File: src/rtl/pong_pkg.sv
// rtl/pong_pkg.sv - shared state encoding, screen constants and playfield defaults for the pong sequencer
package pong_pkg;

  typedef enum logic [2:0] {
    ST_IDLE  = 3'd0,
    ST_SERVE = 3'd1,
    ST_PLAY  = 3'd2,
    ST_POINT = 3'd3,
    ST_OVER  = 3'd4
  } game_state_t;

  localparam int H_RES = 640;
  localparam int V_RES = 480;

  // Default playfield: an 8-pixel wall band top and bottom, scoring lines 32 pixels in from each edge
  localparam int DEF_BALL_SIZE = 8;
  localparam int DEF_PADDLE_H  = 64;
  localparam int DEF_PADDLE_XL = 40;
  localparam int DEF_PADDLE_XR = H_RES - 40;
  localparam int DEF_WALL_TOP  = 8;
  localparam int DEF_WALL_BOT  = V_RES - 8;
  localparam int DEF_OUT_L     = 32;
  localparam int DEF_OUT_R     = H_RES - 32;

  localparam int TMR_W = 16;

  function automatic logic [3:0] score_inc(input logic [3:0] s);
    return (s == 4'hf) ? s : s + 4'd1;
  endfunction

endpackage

File: src/rtl/step_timer.sv
// rtl/step_timer.sv - frame-tick divider with load value, clear, completion strobe and one-cycle pulse
module step_timer #(
  parameter int W = 16
) (
  input  logic         clk,
  input  logic         reset,
  input  logic         en,
  input  logic         clear,
  input  logic         tick,
  input  logic [W-1:0] load,
  output logic         done,
  output logic         pulse
);

  logic [W-1:0] cnt;
  logic [W:0]   cnt_inc;

  assign cnt_inc = {1'b0, cnt} + {{W{1'b0}}, 1'b1};

  // done marks the tick that completes the period; >= keeps it safe when load shrinks mid-count
  assign done = en && !clear && tick && (cnt_inc >= {1'b0, load});

  always_ff @(posedge clk or posedge reset) begin
    if (reset) begin
      cnt   <= '0;
      pulse <= 1'b0;
    end else begin
      pulse <= done;
      if (clear || done) begin
        cnt <= '0;
      end else if (en && tick) begin
        cnt <= cnt_inc[W-1:0];
      end
    end
  end

endmodule

File: src/rtl/pong_game_ctrl.sv
// rtl/pong_game_ctrl.sv - pong sequencer: ball stepping, wall/paddle bounces, scoring and game FSM
// Optional SPEEDUP_EN: each paddle hit shortens the ball step period until the next serve.
module pong_game_ctrl
  import pong_pkg::*;
#(
  parameter int STEP_DIV     = 2,
  parameter int SERVE_FRAMES = 60,
  parameter int POINT_FRAMES = 30,
  parameter int WIN_SCORE    = 7,
  parameter int BALL_SIZE    = DEF_BALL_SIZE,
  parameter int PADDLE_H     = DEF_PADDLE_H,
  parameter int PADDLE_XL    = DEF_PADDLE_XL,
  parameter int PADDLE_XR    = DEF_PADDLE_XR,
  parameter int WALL_TOP     = DEF_WALL_TOP,
  parameter int WALL_BOT     = DEF_WALL_BOT,
  parameter int OUT_L        = DEF_OUT_L,
  parameter int OUT_R        = DEF_OUT_R
) (
  input  logic       clk,
  input  logic       reset,
  input  logic       frame_tick,
  input  logic       start,
  input  logic [9:0] ball_x,
  input  logic [8:0] ball_y,
  input  logic [8:0] pad_l_y,
  input  logic [8:0] pad_r_y,
  output logic       ball_en,
  output logic       ball_hold,
  output logic       v_col,
  output logic       h_col,
  output logic [3:0] score_l,
  output logic [3:0] score_r,
  output logic       game_over,
  output logic [2:0] state
);

  localparam logic [10:0] BS    = 11'(BALL_SIZE);
  localparam logic [10:0] PH    = 11'(PADDLE_H);
  localparam logic [10:0] XL    = 11'(PADDLE_XL);
  localparam logic [10:0] XR    = 11'(PADDLE_XR);
  localparam logic [10:0] WT    = 11'(WALL_TOP);
  localparam logic [10:0] WB    = 11'(WALL_BOT);
  localparam logic [10:0] OL    = 11'(OUT_L);
  localparam logic [10:0] ORL   = 11'(OUT_R);
  localparam logic [3:0]  WIN   = 4'(WIN_SCORE);
  localparam logic [TMR_W-1:0] STEP_LD  = TMR_W'(STEP_DIV);
  localparam logic [TMR_W-1:0] SERVE_LD = TMR_W'(SERVE_FRAMES);
  localparam logic [TMR_W-1:0] POINT_LD = TMR_W'(POINT_FRAMES);

  game_state_t st, st_nxt;

  logic             in_play, in_serve, in_point;
  logic             chk, eval, start_ok, won;
  logic             step_pulse, step_done_unused;
  logic             serve_done, serve_pulse_unused;
  logic             point_done, point_pulse_unused;
  logic [TMR_W-1:0] step_load;
  logic [10:0]      bx, by, by_bot, pl, pr;
  logic             out_l, out_r, out_any;
  logic             ovl_l, ovl_r, v_cond, h_cond, v_fire, h_fire;
  logic [1:0]       v_hold, h_hold;

  assign in_play  = (st == ST_PLAY);
  assign in_serve = (st == ST_SERVE);
  assign in_point = (st == ST_POINT);
  assign start_ok = start && ((st == ST_IDLE) || (st == ST_OVER));
  assign won      = (score_l == WIN) || (score_r == WIN);

  // ---------------------------------------------------------------- timers
  step_timer #(.W(TMR_W)) u_step (
    .clk   (clk),
    .reset (reset),
    .en    (in_play),
    .clear (!in_play),
    .tick  (frame_tick),
    .load  (step_load),
    .done  (step_done_unused),
    .pulse (step_pulse)
  );

  step_timer #(.W(TMR_W)) u_serve (
    .clk   (clk),
    .reset (reset),
    .en    (in_serve),
    .clear (!in_serve),
    .tick  (frame_tick),
    .load  (SERVE_LD),
    .done  (serve_done),
    .pulse (serve_pulse_unused)
  );

  step_timer #(.W(TMR_W)) u_point (
    .clk   (clk),
    .reset (reset),
    .en    (in_point),
    .clear (!in_point),
    .tick  (frame_tick),
    .load  (POINT_LD),
    .done  (point_done),
    .pulse (point_pulse_unused)
  );

  // A step that completes on the edge leaving PLAY must not reach the ball
  assign ball_en = step_pulse && in_play;

`ifdef SPEEDUP_EN
  logic [TMR_W-1:0] div;

  always_ff @(posedge clk or posedge reset) begin
    if (reset) begin
      div <= STEP_LD;
    end else if (in_serve) begin
      div <= STEP_LD;
    end else if (h_fire && (div > TMR_W'(1))) begin
      div <= div - TMR_W'(1);
    end
  end

  assign step_load = div;
`else
  assign step_load = STEP_LD;
`endif

  // ---------------------------------------------------------------- contact detection
  assign bx     = {1'b0, ball_x};
  assign by     = {2'b0, ball_y};
  assign pl     = {2'b0, pad_l_y};
  assign pr     = {2'b0, pad_r_y};
  assign by_bot = by + BS;

  assign out_l   = bx < OL;
  assign out_r   = bx > ORL;
  assign out_any = out_l || out_r;

  assign ovl_l  = (by_bot > pl) && (by < pl + PH);
  assign ovl_r  = (by_bot > pr) && (by < pr + PH);
  assign v_cond = (by <= WT) || (by_bot >= WB);
  assign h_cond = ((bx <= XL) && ovl_l) || ((bx + BS >= XR) && ovl_r);

  // Coordinates are only trusted on the cycle after a step, once the ball has moved
  assign eval   = chk && in_play;
  assign v_fire = eval && !out_any && (v_hold == 2'd0) && v_cond;
  assign h_fire = eval && !out_any && (h_hold == 2'd0) && h_cond;

  always_ff @(posedge clk or posedge reset) begin
    if (reset) begin
      chk     <= 1'b0;
      v_col   <= 1'b0;
      h_col   <= 1'b0;
      v_hold  <= 2'd0;
      h_hold  <= 2'd0;
      score_l <= 4'd0;
      score_r <= 4'd0;
    end else begin
      chk   <= ball_en;
      v_col <= v_fire;
      h_col <= h_fire;

      if (!in_play) begin
        v_hold <= 2'd0;
        h_hold <= 2'd0;
      end else if (eval && !out_any) begin
        if (v_fire)               v_hold <= 2'd2;
        else if (v_hold != 2'd0)  v_hold <= v_hold - 2'd1;
        if (h_fire)               h_hold <= 2'd2;
        else if (h_hold != 2'd0)  h_hold <= h_hold - 2'd1;
      end

      if (start_ok) begin
        score_l <= 4'd0;
        score_r <= 4'd0;
      end else if (eval && out_l) begin
        score_r <= score_inc(score_r);
      end else if (eval && out_r) begin
        score_l <= score_inc(score_l);
      end
    end
  end

  // ---------------------------------------------------------------- game FSM
  always_ff @(posedge clk or posedge reset) begin
    if (reset) begin
      st <= ST_IDLE;
    end else begin
      st <= st_nxt;
    end
  end

  always_comb begin
    st_nxt = st;
    case (st)
      ST_IDLE:  if (start)          st_nxt = ST_SERVE;
      ST_SERVE: if (serve_done)     st_nxt = ST_PLAY;
      ST_PLAY:  if (eval && out_any) st_nxt = ST_POINT;
      ST_POINT: if (point_done)     st_nxt = won ? ST_OVER : ST_SERVE;
      ST_OVER:  if (start)          st_nxt = ST_SERVE;
      default:                      st_nxt = ST_IDLE;
    endcase
  end

  assign ball_hold = !in_play;
  assign game_over = (st == ST_OVER);
  assign state     = st;

endmodule

File: config.mk
export PLATFORM = sky130hd
export DESIGN_NAME = pong_game_ctrl
export DESIGN_NICKNAME = d
export VERILOG_FILES = /design/src/rtl/pong_pkg.sv /design/src/rtl/step_timer.sv /design/src/rtl/pong_game_ctrl.sv
export SDC_FILE = /design/constraint.sdc
export NUM_CORES = 1
export LEC_CHECK = 0
export ABC_AREA = 1
export BUFFER_PORTS_ARGS = -buffer_cell sky130_fd_sc_hd__buf_2
export CAP_MARGIN = 30
export CORE_MARGIN = 3
export CORE_UTILIZATION = 50
export DETAILED_ROUTE_END_ITERATION = 8
export PLACE_DENSITY = 0.68
export SYNTH_ARGS = -nofsm -noshare
export SYNTH_HDL_FRONTEND = slang
export SYNTH_HIERARCHICAL = 1
export SYNTH_SLANG_ARGS = --single-unit
File: constraint.sdc
create_clock -name clk -period 8.5 [get_ports clk]
set_input_delay 1.7 -clock clk [delete_from_list [all_inputs] [get_ports clk]]
set_output_delay 1.7 -clock clk [all_outputs]
set_load 0.02 [all_outputs]
==> flow_summary.yaml <==
drt:
  ant_nets: 0
  wire_per_inst_um: 11.5
  drc_errors: 0
  drt_iter0_markers: 421
  wl_mm: 15.0
  via_per_inst: 4.89
  vias: 6366
  drt_pass1_iterations: 5
power_and_ir_drop:
  power.total_mw: 0.980
  power_density_mw_per_mm2: 124
  p_leak_nw: 4.66
  ir_drop_mv: 0.106
grt:
  track_usage: 0.201
  grt_pass1_vias: 5929
  antenna_found_initial: 1
  grt-ovfl-total: 0
  grt_max_degree: 19
  grt_first_pass_wirelength_mm: 26.8
critical_path:
  max_stage_delay_ns: 0.31
  cp-start-kind: "input port"
  worst_path_max_delay_cell: "ha_1"
  r2r_end: "state[2]$_DFFE_PP0P_"
  rr_startpoint: "u_serve/cnt[0]$_DFFE_PP0P_"
  worst_path_dominant_cell_family: "simple AND/OR/NAND/NOR gates"
  crit_chain: "buf_2, ha_1, nand3_1, xor2_1, inv_1, ha_1, nand2_1, inv_1, o21ai_0, nand3b_1, nor2_1, nand2_1, nand2_1, nand2_1, nand2_1, nand3_1, nand2_1, nand2_1, nand2_1"
  r2r_setup_slack_ns: 5.14
  path_common_cell: "nand2_1"
  crit_path_start: "ball_y[3]"
  cp_num_buf_inv: 3
  reg2reg_depth: 21
  critPathMaxFanout: 6
  crit_path_end_kind: "register"
  cp_data_required_time_ns: 8.77
  crit_end: "h_hold[1]$_DFFE_PP0P_"
  critPathKind: "input port to register"
  worstPathArrival_ns: 3.71
  worst-path-stages: 19
clock_tree:
  cts_buffers: 9
  root_buffer: "clkbuf_16"
  htree_levels: 3
  cts_buffer_depth: 2
  cts_sinks: 67
  cts_resized: 0
  holdBufCountCts: 0
  cts_tree: "yes"
  cts_setup_buffers: 0
  clkSlewWorstSetupHoldPaths_ns: 0.06
  clock_latency_ns: 0.33
finish:
  syn2layout_area_growth_pct: 13.2
  design_area_mm2: 0.00792
  final_cell_mix: "nand2_1, inv_1, ha_1"
  final_common_cell: "nand2_1"
  nets: 1253
  num-fill-cells: 1346
  layout-drive-gt1-share: 0.113
timing:
  min_period_ns: 3.44
  drv_slew: 0
  rsz0062_at_grt: "no"
  fin_tns_setup_ns: 0
  finalSetupViolCount: 0
  maxSlewHeadroom: 0.536
  worst_pin_slew_ns: 0.693
  fin_crit_sh: 0.404
  finClkSkew_ns: 0.00632
  fmax_mhz: 291
  finalHoldViolCount: 0
synth:
  postSynthAreaPerCell_um2: 6.87
  syn-cell-area_mm2: 0.00700
  syn_inst: 1018
  yosys_warnings: 6
job:
  max_cap_violations: 0
run_status:
  status: "complete, no violations"
die:
  ios: 57
  core_mm2: 0.0135
  rows: 42
  die_y_um: 124
  die_x_um: 124
  start_util: 0.520
  dieArea_mm2: 0.0154
place:
  hpwl_mm: 11.8
  place_area_mm2: 0.00763
  io_buffers: 56
  place.gp.congestion: 0.813
worst_hold_path:
  worstHoldPathCells: 2
  hold_class: "register to register"
per-layer routing:
layer	track usage	wire length, um	up-vias
met5	0	0	-
met4	0.0438	87	0
met3	0.0360	580	8
met2	0.316	6700	107
met1	0.289	7660	2849
li1	-	-	3402
worst reg2reg max path, stage by stage (launching register included):
cell and delay (ns):
dfrtp_1 0.47, ha_1 0.22, nand2_1 0.10, nor2_4 0.16
nand2_4 0.11, nor2_4 0.15, nand2_1 0.07, nand2_1 0.05
nand2_1 0.07, ha_1 0.29, nand2_1 0.05, nor2_1 0.16
and2_1 0.16, nand2_1 0.05, inv_1 0.05, nand2_2 0.22
a21boi_0 0.30, o22ai_1 0.13, nor2_1 0.14, o21ai_2 0.10
a21oi_1 0.13, a21oi_1 0.05
where the power goes:
| group | total [mW] | leakage [nW] | switching, mW | internal (mW) |
|---|---|---|---|---|
| sequential | 0.348 | 0.931 | 0.0158 | 0.332 |
| combinational | 0.269 | 3.60 | 0.179 | 0.0898 |
| clock | 0.364 | 0.135 | 0.132 | 0.232 |
| total | 0.980 | 4.66 | 0.327 | 0.653 |
flip-flops by register name, summed over array words and instances (netlist names):
register	cells
score_l	4
v_col	1
u_point/cnt	16
score_r	4
u_step/cnt	16
h_hold	2
h_col	1
u_step/pulse	1
u_serve/cnt	16
state	3
chk	1
v_hold	2
metrics by stage:
step	hold WS [ns]	cells	setup WS, ns	utilization
floorplan	0.442	1064	5.10	-
global placement	0.458	1284	4.78	0.565
detailed placement	0.465	1287	4.72	0.568
CTS	0.481	1301	5.00	0.589
global route	0.522	1302	4.73	0.589
finish	0.479	1302	5.06	0.589
area by class of cell:
class                      count  area, um^2  area share
clock inverter                 2        37.5     0.00474
timing repair buffer          62         337      0.0425
antenna                        1        2.50    0.000316
clock buffer                  12         246      0.0311
inverter                     187         703      0.0888
multi-input combinational    795        4700       0.593
tap                          176         220      0.0278
sequential                    67        1680       0.212
worst min-delay path by stage:
stage | start | to
finish | v_hold[1]$_DFFE_PP0P_ | v_hold[1]$_DFFE_PP0P_
global route | v_hold[0]$_DFFE_PP0P_ | v_hold[0]$_DFFE_PP0P_
CTS | v_hold[1]$_DFFE_PP0P_ | v_hold[1]$_DFFE_PP0P_
detailed placement | h_hold[0]$_DFFE_PP0P_ | h_hold[0]$_DFFE_PP0P_
global placement | v_hold[0]$_DFFE_PP0P_ | v_hold[0]$_DFFE_PP0P_
floorplan | h_hold[0]$_DFFE_PP0P_ | h_hold[0]$_DFFE_PP0P_
Power figures use the tool's default switching activity.
